==> config.mk <==
export PLATFORM = sky130hd
export DESIGN_NAME = stopwatch_mux_n
export DESIGN_NICKNAME = d
export VERILOG_FILES = /design/src/rtl/stopwatch_pkg.sv /design/src/rtl/stopwatch_mux_n_bcd_to_sseg.sv /design/src/rtl/stopwatch_mux_n.sv
export SDC_FILE = /design/constraint.sdc
export NUM_CORES = 1
export LEC_CHECK = 0
export BUFFER_PORTS_ARGS = -buffer_cell sky130_fd_sc_hd__buf_2
export CAP_MARGIN = 20
export CORE_ASPECT_RATIO = 1.1
export CORE_MARGIN = 10
export CORE_UTILIZATION = 35
export CTS_CLUSTER_SIZE = 40
export DETAILED_ROUTE_END_ITERATION = 10
export HOLD_SLACK_MARGIN = 0.08
export PLACE_DENSITY_LB_ADDON = 0.05
export SYNTH_ARGS = -nofsm -noshare
export SYNTH_HDL_FRONTEND = slang
export SYNTH_SLANG_ARGS = --single-unit
export TNS_END_PERCENT = 20
==> constraint.sdc <==
create_clock -name clk -period 3.1 [get_ports clk]
set_clock_uncertainty 0.05 [all_clocks]
set_input_delay 0.62 -clock clk [delete_from_list [all_inputs] [get_ports clk]]
set_output_delay 0.62 -clock clk [all_outputs]
set_load 0.02 [all_outputs]
==> src/rtl/stopwatch_pkg.sv <==
// Shared encodings for the N-digit multiplexed stopwatch: mode codes,
// FSM states and active-low seven-segment patterns ({g,f,e,d,c,b,a}).
package stopwatch_pkg;

  localparam logic [1:0] MODE_UP_ZERO   = 2'b00;
  localparam logic [1:0] MODE_UP_PRESET = 2'b01;
  localparam logic [1:0] MODE_DN_FULL   = 2'b10;
  localparam logic [1:0] MODE_DN_PRESET = 2'b11;

  typedef enum logic [1:0] {
    ST_LOAD = 2'd0,
    ST_IDLE = 2'd1,
    ST_RUN  = 2'd2,
    ST_DONE = 2'd3
  } state_t;

  // All segments off (active low)
  localparam logic [6:0] SSEG_BLANK = 7'h7F;

  localparam logic [6:0] SSEG_0 = 7'h40;
  localparam logic [6:0] SSEG_1 = 7'h79;
  localparam logic [6:0] SSEG_2 = 7'h24;
  localparam logic [6:0] SSEG_3 = 7'h30;
  localparam logic [6:0] SSEG_4 = 7'h19;
  localparam logic [6:0] SSEG_5 = 7'h12;
  localparam logic [6:0] SSEG_6 = 7'h02;
  localparam logic [6:0] SSEG_7 = 7'h78;
  localparam logic [6:0] SSEG_8 = 7'h00;
  localparam logic [6:0] SSEG_9 = 7'h10;

  // Switch nibbles above 9 are not BCD; pin them to 9
  function automatic logic [3:0] bcd_clamp(input logic [3:0] n);
    return (n > 4'd9) ? 4'd9 : n;
  endfunction

endpackage

==> src/rtl/stopwatch_mux_n_bcd_to_sseg.sv <==
// Combinational BCD nibble to active-low seven-segment decoder.
// Codes above 9 are not digits and show as blank.
module bcd_to_sseg
  import stopwatch_pkg::*;
(
  input  logic [3:0] bcd,
  output logic [6:0] seg
);

  // Straight lookup; anything non-BCD goes dark
  always_comb begin
    seg = SSEG_BLANK;
    case (bcd)
      4'd0: seg = SSEG_0;
      4'd1: seg = SSEG_1;
      4'd2: seg = SSEG_2;
      4'd3: seg = SSEG_3;
      4'd4: seg = SSEG_4;
      4'd5: seg = SSEG_5;
      4'd6: seg = SSEG_6;
      4'd7: seg = SSEG_7;
      4'd8: seg = SSEG_8;
      4'd9: seg = SSEG_9;
      default: seg = SSEG_BLANK;
    endcase
  end

endmodule

==> src/rtl/stopwatch_mux_n.sv <==
// N-digit BCD stopwatch with up/down and preset modes, saturating at the
// count limits, driving a time-multiplexed seven-segment display. Single
// clock domain; count and scan rates come from enable strobes.
module stopwatch_mux_n
  import stopwatch_pkg::*;
#(
  parameter int NUM_DIGITS    = 4,
  parameter int PRESET_DIGITS = 2,
  parameter int COUNT_DIV     = 1_000_000,
  parameter int SCAN_DIV      = 100_000,
  parameter int BLANK_LZ      = 0
) (
  input  logic                       clk,
  input  logic                       reset,
  input  logic                       startstop,
  input  logic [1:0]                 mode,
  input  logic [4*PRESET_DIGITS-1:0] sw,
  output logic [NUM_DIGITS-1:0]      an,
  output logic [6:0]                 sseg
);

  localparam int CW  = $clog2(COUNT_DIV);
  localparam int SCW = $clog2(SCAN_DIV);
  localparam int IW  = $clog2(NUM_DIGITS);
  localparam int PB  = NUM_DIGITS - PRESET_DIGITS;  // lowest preset digit

  // ---------------------------------------------------------------------
  // startstop: two-flop synchroniser, edge-detect stage, registered pulse
  // ---------------------------------------------------------------------
  logic [2:0] ss_pipe;   // [0] meta, [1] synced, [2] previous synced
  logic       toggle;

  // Synchronise startstop and register a one-cycle pulse on its rising edge
  always_ff @(posedge clk or posedge reset) begin
    if (reset) begin
      ss_pipe <= '0;
      toggle  <= 1'b0;
    end else begin
      ss_pipe <= {ss_pipe[1:0], startstop};
      toggle  <= ss_pipe[1] & ~ss_pipe[2];
    end
  end

  // ---------------------------------------------------------------------
  // State and datapath declarations
  // ---------------------------------------------------------------------
  state_t                         state, state_nxt;
  logic [NUM_DIGITS-1:0][3:0]     digits, start_val, preset_val, step_val;
  logic [1:0]                     mode_q;     // mode the count was loaded with
  logic                           mode_chg;
  logic                           at_limit;
  logic                           tick;
  logic                           load_en, cnt_en, step_en;
  logic [CW-1:0]                  cnt;
  logic [SCW-1:0]                 scnt;
  logic                           scan_stb;
  logic [IW-1:0]                  scan_idx;
  logic [NUM_DIGITS-1:0][6:0]     dec_seg, seg_shown;

  assign mode_chg = (mode != mode_q);

  // ---------------------------------------------------------------------
  // FSM
  // ---------------------------------------------------------------------
  // State register; reset parks in LOAD so release triggers a fresh load
  always_ff @(posedge clk or posedge reset) begin
    if (reset) state <= ST_LOAD;
    else       state <= state_nxt;
  end

  // Next state: toggle has priority over both mode changes and limit ticks
  always_comb begin
    state_nxt = state;
    case (state)
      ST_LOAD: state_nxt = ST_IDLE;
      ST_IDLE: begin
        if (toggle)        state_nxt = ST_RUN;
        else if (mode_chg) state_nxt = ST_LOAD;
      end
      ST_RUN: begin
        if (toggle)                state_nxt = ST_IDLE;
        else if (tick && at_limit) state_nxt = ST_DONE;
      end
      ST_DONE: begin
        if (toggle || mode_chg) state_nxt = ST_LOAD;
      end
      default: state_nxt = ST_LOAD;
    endcase
  end

  // FSM outputs: load strobe, prescaler enable, digit-update strobe
  always_comb begin
    load_en = (state == ST_LOAD);
    cnt_en  = (state == ST_RUN);
    step_en = (state == ST_RUN) && tick && !toggle && !at_limit;
  end

  // ---------------------------------------------------------------------
  // Start value
  // ---------------------------------------------------------------------
  for (genvar i = 0; i < NUM_DIGITS; i++) begin : g_preset
    if (i >= PB) begin : g_sw
      assign preset_val[i] = bcd_clamp(sw[4*(i-PB) +: 4]);
    end else begin : g_zero
      assign preset_val[i] = 4'd0;
    end
  end

  // Pick the load value for the current mode
  always_comb begin
    start_val = '0;
    case (mode)
      MODE_UP_ZERO:   start_val = '0;
      MODE_UP_PRESET: start_val = preset_val;
      MODE_DN_FULL:   for (int i = 0; i < NUM_DIGITS; i++) start_val[i] = 4'd9;
      MODE_DN_PRESET: start_val = preset_val;
      default:        start_val = '0;
    endcase
  end

  // ---------------------------------------------------------------------
  // BCD step and limit detection (direction from the loaded mode)
  // ---------------------------------------------------------------------
  // Ripple increment/decrement: 9->0 carries up, 0->9 borrows down
  always_comb begin : p_step
    logic c;
    c        = 1'b1;
    step_val = digits;
    for (int i = 0; i < NUM_DIGITS; i++) begin
      if (c) begin
        if (mode_q[1]) begin
          if (digits[i] == 4'd0) step_val[i] = 4'd9;
          else begin
            step_val[i] = digits[i] - 4'd1;
            c = 1'b0;
          end
        end else begin
          if (digits[i] == 4'd9) step_val[i] = 4'd0;
          else begin
            step_val[i] = digits[i] + 4'd1;
            c = 1'b0;
          end
        end
      end
    end
  end

  // Limit is all-9s counting up and all-0s counting down
  always_comb begin : p_limit
    logic all9, all0;
    all9 = 1'b1;
    all0 = 1'b1;
    for (int i = 0; i < NUM_DIGITS; i++) begin
      all9 = all9 && (digits[i] == 4'd9);
      all0 = all0 && (digits[i] == 4'd0);
    end
    at_limit = mode_q[1] ? all0 : all9;
  end

  // Digit register: load on LOAD, step on a non-limit tick, otherwise hold
  always_ff @(posedge clk or posedge reset) begin
    if (reset) begin
      digits <= '0;
      mode_q <= MODE_UP_ZERO;
    end else if (load_en) begin
      digits <= start_val;
      mode_q <= mode;
    end else if (step_en) begin
      digits <= step_val;
    end
  end

  // ---------------------------------------------------------------------
  // Count prescaler: only runs in RUN so each RUN entry restarts the period
  // ---------------------------------------------------------------------
  assign tick = cnt_en && (cnt == CW'(COUNT_DIV - 1));

  // Count prescaler: cleared outside RUN and after each tick
  always_ff @(posedge clk or posedge reset) begin
    if (reset)                cnt <= '0;
    else if (!cnt_en || tick) cnt <= '0;
    else                      cnt <= cnt + CW'(1);
  end

  // ---------------------------------------------------------------------
  // Display scan
  // ---------------------------------------------------------------------
  assign scan_stb = (scnt == SCW'(SCAN_DIV - 1));

  // Free-running scan prescaler
  always_ff @(posedge clk or posedge reset) begin
    if (reset)         scnt <= '0;
    else if (scan_stb) scnt <= '0;
    else               scnt <= scnt + SCW'(1);
  end

  for (genvar i = 0; i < NUM_DIGITS; i++) begin : g_dec
    bcd_to_sseg u_dec (
      .bcd (digits[i]),
      .seg (dec_seg[i])
    );
  end

  // Leading-zero blanking: a digit is dark if it and every digit above it
  // are zero; digit 0 always shows so a zero count still reads "0"
  always_comb begin : p_blank
    logic lz;
    lz        = 1'b1;
    seg_shown = dec_seg;
    for (int i = NUM_DIGITS - 1; i >= 0; i--) begin
      lz = lz && (digits[i] == 4'd0);
      if ((BLANK_LZ != 0) && (i != 0) && lz) seg_shown[i] = SSEG_BLANK;
    end
  end

  // Anode/segment registers update together, one digit per scan strobe
  always_ff @(posedge clk or posedge reset) begin
    if (reset) begin
      scan_idx <= '0;
      an       <= '1;
      sseg     <= SSEG_BLANK;
    end else if (scan_stb) begin
      an       <= ~(NUM_DIGITS'(1) << scan_idx);
      sseg     <= seg_shown[scan_idx];
      scan_idx <= (scan_idx == IW'(NUM_DIGITS - 1)) ? '0 : scan_idx + IW'(1);
    end
  end

endmodule

Word-level counts from Yosys, hierarchy flattened
Memory sizes are Yosys's and may differ from the RTL's.
Index checks and enable logic that the tools add are counted.
{"block": "op_classes", "n_addsub": 11, "order_cmp": 3, "n_eq_ne": 17, "n_shift": 1, "muxes": 43, "bitwise": 3, "n_reduce_logical": 31}
{"op": "4-bit two-way mux", "count": 17}
{"op": "16-bit one-hot mux with 3 select lines", "count": 1}
{"op": "16-bit two-way mux", "count": 2}
{"op": "20-bit by 1-bit adder with 20-bit output (second input constant)", "count": 1}
{"op": "20-bit == test (second input constant)", "count": 1}
{"op": "20-bit two-way mux", "count": 1}
{"op": "17-bit by 1-bit adder with 17-bit output (second input constant)", "count": 1}
{"op": "17-bit == test (second input constant)", "count": 1}
{"op": "17-bit two-way mux", "count": 1}
{"op": "4-bit by 1-bit adder with 4-bit output (second input constant)", "count": 4}
{"op": "4-bit == test (second input constant)", "count": 4}
{"op": "4-bit zero test", "count": 4}
{"op": "4-bit by 1-bit subtractor with 4-bit output (second input constant)", "count": 4}
{"op": "7-bit binary-select mux with 2-bit select", "count": 1}
{"op": "1-bit two-way mux", "count": 12}
{"op": "2-bit two-way mux", "count": 6}
{"op": "1-bit logical AND", "count": 11}
{"op": "2-bit == test (second input constant)", "count": 5}
{"op": "4-bit greater-than comparator (second input constant)", "count": 2}
{"op": "2-bit one-hot mux with 4 select lines", "count": 1}
{"op": "2-bit nonzero test", "count": 4}
{"op": "7-bit two-way mux", "count": 1}
{"op": "2-bit AND reduction", "count": 3}
{"op": "2-bit by 1-bit == test with 1-bit output (second input constant)", "count": 2}
{"op": "15 further kinds", "count": 19}
{"block": "word_totals", "reg_bits": 74, "rom_bits": 448, "in_bits": 13, "out_inout_bits": 11, "elab_cells": 126, "memories": 4}
{"name": "(name not given)", "words": 16, "word_bits": 7, "read_ports": 1, "rd_clocked_by_memory_dff": 0, "write_ports": 0, "line_no": "stopwatch_mux_n_bcd_to_sseg.sv:13", "text": "case (bcd)"}
{"name": "(name not given)", "words": 16, "word_bits": 7, "read_ports": 1, "rd_clocked_by_memory_dff": 0, "write_ports": 0, "line_no": "stopwatch_mux_n_bcd_to_sseg.sv:13"}
{"name": "(name not given)", "words": 16, "word_bits": 7, "read_ports": 1, "rd_clocked_by_memory_dff": 0, "write_ports": 0, "line_no": "stopwatch_mux_n_bcd_to_sseg.sv:13"}
{"name": "(name not given)", "words": 16, "word_bits": 7, "read_ports": 1, "rd_clocked_by_memory_dff": 0, "write_ports": 0, "line_no": "stopwatch_mux_n_bcd_to_sseg.sv:13"}

Depth between registers and ports, before layout
{"block": "depth", "ltp_word": 9, "ltp_mapped": 10, "depth_no_buf": 8}

Modules after synthesis
A second synthesis with hierarchy kept.
{"block": "hier_totals", "hier_cells": 593, "hier_area_um2": 5192.5}
{"module": "stopwatch_mux_n", "instances": 1, "cells_per_inst": 461, "area_per_inst_um2": 4351.7, "seq_area_each_um2": 1865.5}
{"module": "bcd_to_sseg", "instances": 4, "cells_per_inst": 33, "area_per_inst_um2": 210.2, "seq_area_each_um2": 0.0}

Worst setup path after synthesis
No wires, ideal clock.
{"block": "synth_timing", "kind": "flip-flop to flip-flop", "from": "register digits[8] (netlist name)", "to": "register digits[13] (netlist name)", "setup_time_ns": 0.125, "arrival_time_ns": 2.121, "t_required_ns": 2.925, "setup_slack_ns": 0.805, "path_stages_with_launch": 10, "path_buffers": 1, "synth_period_minus_slack_ns": 2.295, "cell_sequence": "dfrtp_1 -> inv_1 -> ha_1 -> inv_1 -> nor3_1 -> a41oi_1 -> and3_1 -> buf_6 -> a31oi_2 -> mux2_2"}
{"block": "synth_via", "elab_chain_len": 8, "elab_cells_between_ends": 16, "classes_between": "1 x eq/ne; 5 x mux; 10 x reduce/logical"}
{"item": "start: declaration", "line_no": "stopwatch_mux_n.sv:48", "text": "logic [NUM_DIGITS-1:0][3:0] digits, start_val, preset_val, step_val;"}
{"item": "start signal: assignment", "line_no": "stopwatch_mux_n.sv:166", "text": "digits <= start_val;"}
{"item": "start signal: assignment", "line_no": "stopwatch_mux_n.sv:169", "text": "digits <= step_val;"}
{"item": "4-bit == test or 4-bit zero test (tied branches)"}
{"item": "1-bit logical AND (on tied branches) (2 in a row)", "line_no": "stopwatch_mux_n.sv:154, stopwatch_mux_n.sv:155"}
{"item": "1-bit two-way mux", "line_no": "stopwatch_mux_n.sv:157", "text": "at_limit = mode_q[1] ? all0 : all9;"}
{"item": "1-bit zero test", "line_no": "stopwatch_mux_n.sv:95", "text": "step_en = (state == ST_RUN) && tick && !toggle && !at_limit;"}
{"item": "1-bit logical AND", "line_no": "stopwatch_mux_n.sv:95"}
{"item": "2-bit nonzero test (no source line)"}
{"item": "2-bit AND reduction (no source line) *"}
Every way passes the cells marked *; elsewhere a longest branch is shown, timed or not.
A chain may end at the register's enable or synchronous reset.

Worst setup path in the final report
{"block": "layout_timing", "from": "register digits[0] (netlist name)", "to": "register digits[9] (netlist name)"}
{"block": "layout_via", "elab_chain_len": 9, "elab_cells_between_ends": 18, "classes_between": "1 x eq/ne; 5 x mux; 12 x reduce/logical"}
{"item": "4-bit == test or 4-bit zero test (tied branches)"}
{"item": "1-bit logical AND (on tied branches) (3 in a row)", "line_no": "stopwatch_mux_n.sv:154, stopwatch_mux_n.sv:155"}
{"item": "1-bit two-way mux", "line_no": "stopwatch_mux_n.sv:157"}
{"item": "1-bit zero test", "line_no": "stopwatch_mux_n.sv:95"}
{"item": "1-bit logical AND", "line_no": "stopwatch_mux_n.sv:95"}
{"item": "2-bit nonzero test (no source line)"}
{"item": "2-bit AND reduction (no source line) *"}
Marks and branches as above.

==> summary.md <==
| Metric | Value |
|---|---|
| Status | finished clean |
| Netlist cell types | 71 |
| Port bufs | 23 |
| Min cycle time layout | 2.83 ns |
| Synth top cells by count | 74 x nor2_1, 63 x dfrtp_1, 53 x nand2_1, 37 x o21ai_0, 34 x a21oi_1 |
| Cells after Synth | 568 |
| Worst Setup End Kind | flip-flop |
| Grt total ovfl | 0 |
| CTS H-tree lvls | 3 |
| Multi-input logic area | 0.00280 mm^2 |
| FF+latch area | 0.00187 mm^2 |
| Routed via count | 4,124 |
| Clock tree from TritonCTS | built |
| CORE AREA | 0.0138 mm^2 |
| RSZ-0062 raised after global routing | no |
| Layout Nets | 626 |
| Worst Path Max Fanout | 10 |
| DRT Wirelength | 12.8 mm |
| Final setup TNS | 0 ns |
| Avg Cell Area, Syn | 8.64 um^2 |
| Largest net degree at the start of global routing | 41 |
| Top FF cell, synth | dfrtp_1 |
| Die Wd | 133 um |
| First-pass GRT wire length | 21.5 mm |
| Layout fillers | 1,376 |
| Number of core rows | 45 |
| #FFs+latches synth | 74 |
| Longest Clk Path Bufs | 2 |
| Sequential area share after synthesis | 38.0% |
| Top area cells in the synthesized netlist | dfrtp_1 32%, ha_1 6.6%, dfstp_2 5.9% |
| Peak supply drop | 0.345 mV |
| Max Slew Vio Count | 0 |
| Clock Sink Count | 74 |
| Ys async rst share | 100% |
| Setup ws final | 0.266 ns |
| Worst endpoint required time | 3.27 ns |
| Die ar. | 0.0192 mm^2 |
| Post-DRT Antenna Nets | 0 |
| DPL Wire Length | 9.42 mm |
| Share of cells above drive strength 1 | 13.2% |
| Critical Path Source Type | flip-flop |
| Io pins | 24 |
| Initial Utilization | 35.6% |
| CTS Hold Bufs | 0 |
| Slew of the pin with the lowest slew margin | 0.785 ns |
| Final hold violations | 0 |
| DR iter-0 viols | 378 |
| DRC viols | 0 |
| Yosys top cell by area | dfrtp_1 |
| Crit Path Class | reg -> reg |
| Antenna Cells | 0 |
| Max Freq | 0.353 GHz |
| Hold Path Class | in -> async |
| Max-cap violations | 0 |
| Pleak | 2.32 nW |
| Pre-CTS setup slack | 0.255 ns |
| Dpl cell area | 0.00523 mm^2 |
| Vias per Instance | 5.29 |
| Period Utilization, post-route | 91.4% |
| Wire per inst | 16.4 um |
| Vias in the first global route | 4,219 |
| GRT Overall Usage | 13.9% |
| Area grow syn2layout | 12.8% |
| Final setup viols | 0 |
| Most common cell in the netlist | nor2_1 |
| Clock transition at path regs | 0.06 ns |
| Post-CTS setup buffers | 0 |
| Critical Path AT | 3.00 ns |
| Final instance area | 0.00553 mm^2 |
| Root Driver | clkbuf_16 |
| Num CTS Buffers | 9 |
| Post-Syn Area | 0.00491 mm^2 |
| Cell Pwr Density | 797 mW/mm^2 |
| Relative slew slack | 47.6% |
| Post-synth top area share | 32.1% |
| Gp weighted congestion | 0.842 |
| Post-Syn Nets | 607 |
| Initial antenna violation count | 0 |
| Detailed-router iteration count before antenna repair | 4 |
| Ys Warns | 0 |
| Die height | 144 um |
| Post-synth EDFFs | 0 |
| Post-CTS sizing | 0 |
| Worst-Skew Late Latency | 0.34 ns |
-- flip-flops by register name, indices dropped and copies added (netlist names) --
name / cells
cnt: 20
scnt: 17
digits: 16
sseg: 7
an: 4
ss_pipe: 3
mode_q: 2
scan_idx: 2
state: 2
toggle: 1
-- final cells by class --
cell class | count | share of cell area (%)
clock buffer | 13 | 4.70
tap | 188 | 4.25
timing repair buffer | 37 | 4.21
inverter | 25 | 1.72
clock inverter | 3 | 0.837
multi-input combinational | 440 | 50.6
sequential | 74 | 33.7
-- placed cells by master (no fill, tap or decap), types with 3 or more instances in the layout --
cell,instances
nor2_1,74
dfrtp_1,63
nand2_1,53
o21ai_0,37
a21oi_1,34
ha_1,26
nand3_1,24
buf_2,23
inv_1,21
xor2_1,19
xnor2_1,16
buf_4,13
nor3_1,12
dfstp_2,11
and3_1,9
nand2b_1,9
clkbuf_16,9
a31oi_1,8
and2_1,7
o311ai_0,7
o31ai_1,7
mux2_2,6
o211ai_1,6
nand3b_1,6
nand4_1,6
mux2i_1,5
a21o_1,4
nor3b_1,4
nor2b_1,3
or3_1,3
o21ai_1,3
a32oi_1,3
a311oi_1,3
o22ai_1,3
nor4_1,3
and4_1,3
clkinv_1,3
-- layer usage --
layer | track usage [%] | vias to the layer above | part of all wire [%]
met3 | 2.81 | 14 | 4.7
met2 | 22.4 | 83 | 48
met5 | 0 | - | 0
met1 | 18.0 | 1973 | 46
li1 | - | 2054 | -
met4 | 5.68 | 0 | 1.6
-- critical path, cell delays in order, from the launching register on --
cell	delay [ns]
dfrtp_1	0.43
inv_1	0.19
ha_1	0.28
inv_1	0.08
nor4b_1	0.42
a41oi_1	0.21
and3_1	0.32
a31oi_1	0.34
mux2_2	0.38
-- stage by stage --
stage	utilization (%)	total power, mW	std cells	hold WS [ns]
after floorplan	-	2.75	568	0.281
after global placement	37.9	3.36	764	0.292
after detailed placement	37.9	3.33	764	0.291
after CTS	40.1	4.46	780	0.300
after global routing	40.1	4.78	780	0.315
final	40.1	4.41	780	0.284
-- worst paths after layout --
kind	startpoint	endpoint	slack (ns)	cells past startpoint
setup / recovery	digits[0]	digits[9]	0.27	8
hold / removal	reset	scnt[9]	0.28	2
setup reg to reg	digits[0]	digits[9]	0.27	8
hold reg to reg	ss_pipe[0]	ss_pipe[1]	0.31	0
max in group asynchronous	reset	digits[3]	2.08	3
min in group clk	ss_pipe[0]	ss_pipe[1]	0.31	0
-- report_power, final --
group | total, mW | switching (mW) | internal (mW)
clock network | 1.09 | 0.420 | 0.671
logic | 2.01 | 1.22 | 0.786
registers | 1.31 | 0.227 | 1.08
total | 4.41 | 1.87 | 2.54
-- kinds of logic after synthesis --
group	synth area share [%]
and+or+nand+nor	23.2
adders and majority gates	6.63
muxes	3.16
buffers and inverters	4.92
DFF	38.0
AOI/OAI and AO/OA	17.9
xor gates and xnor gates	6.25
Power figures use the tool's default switching activity.
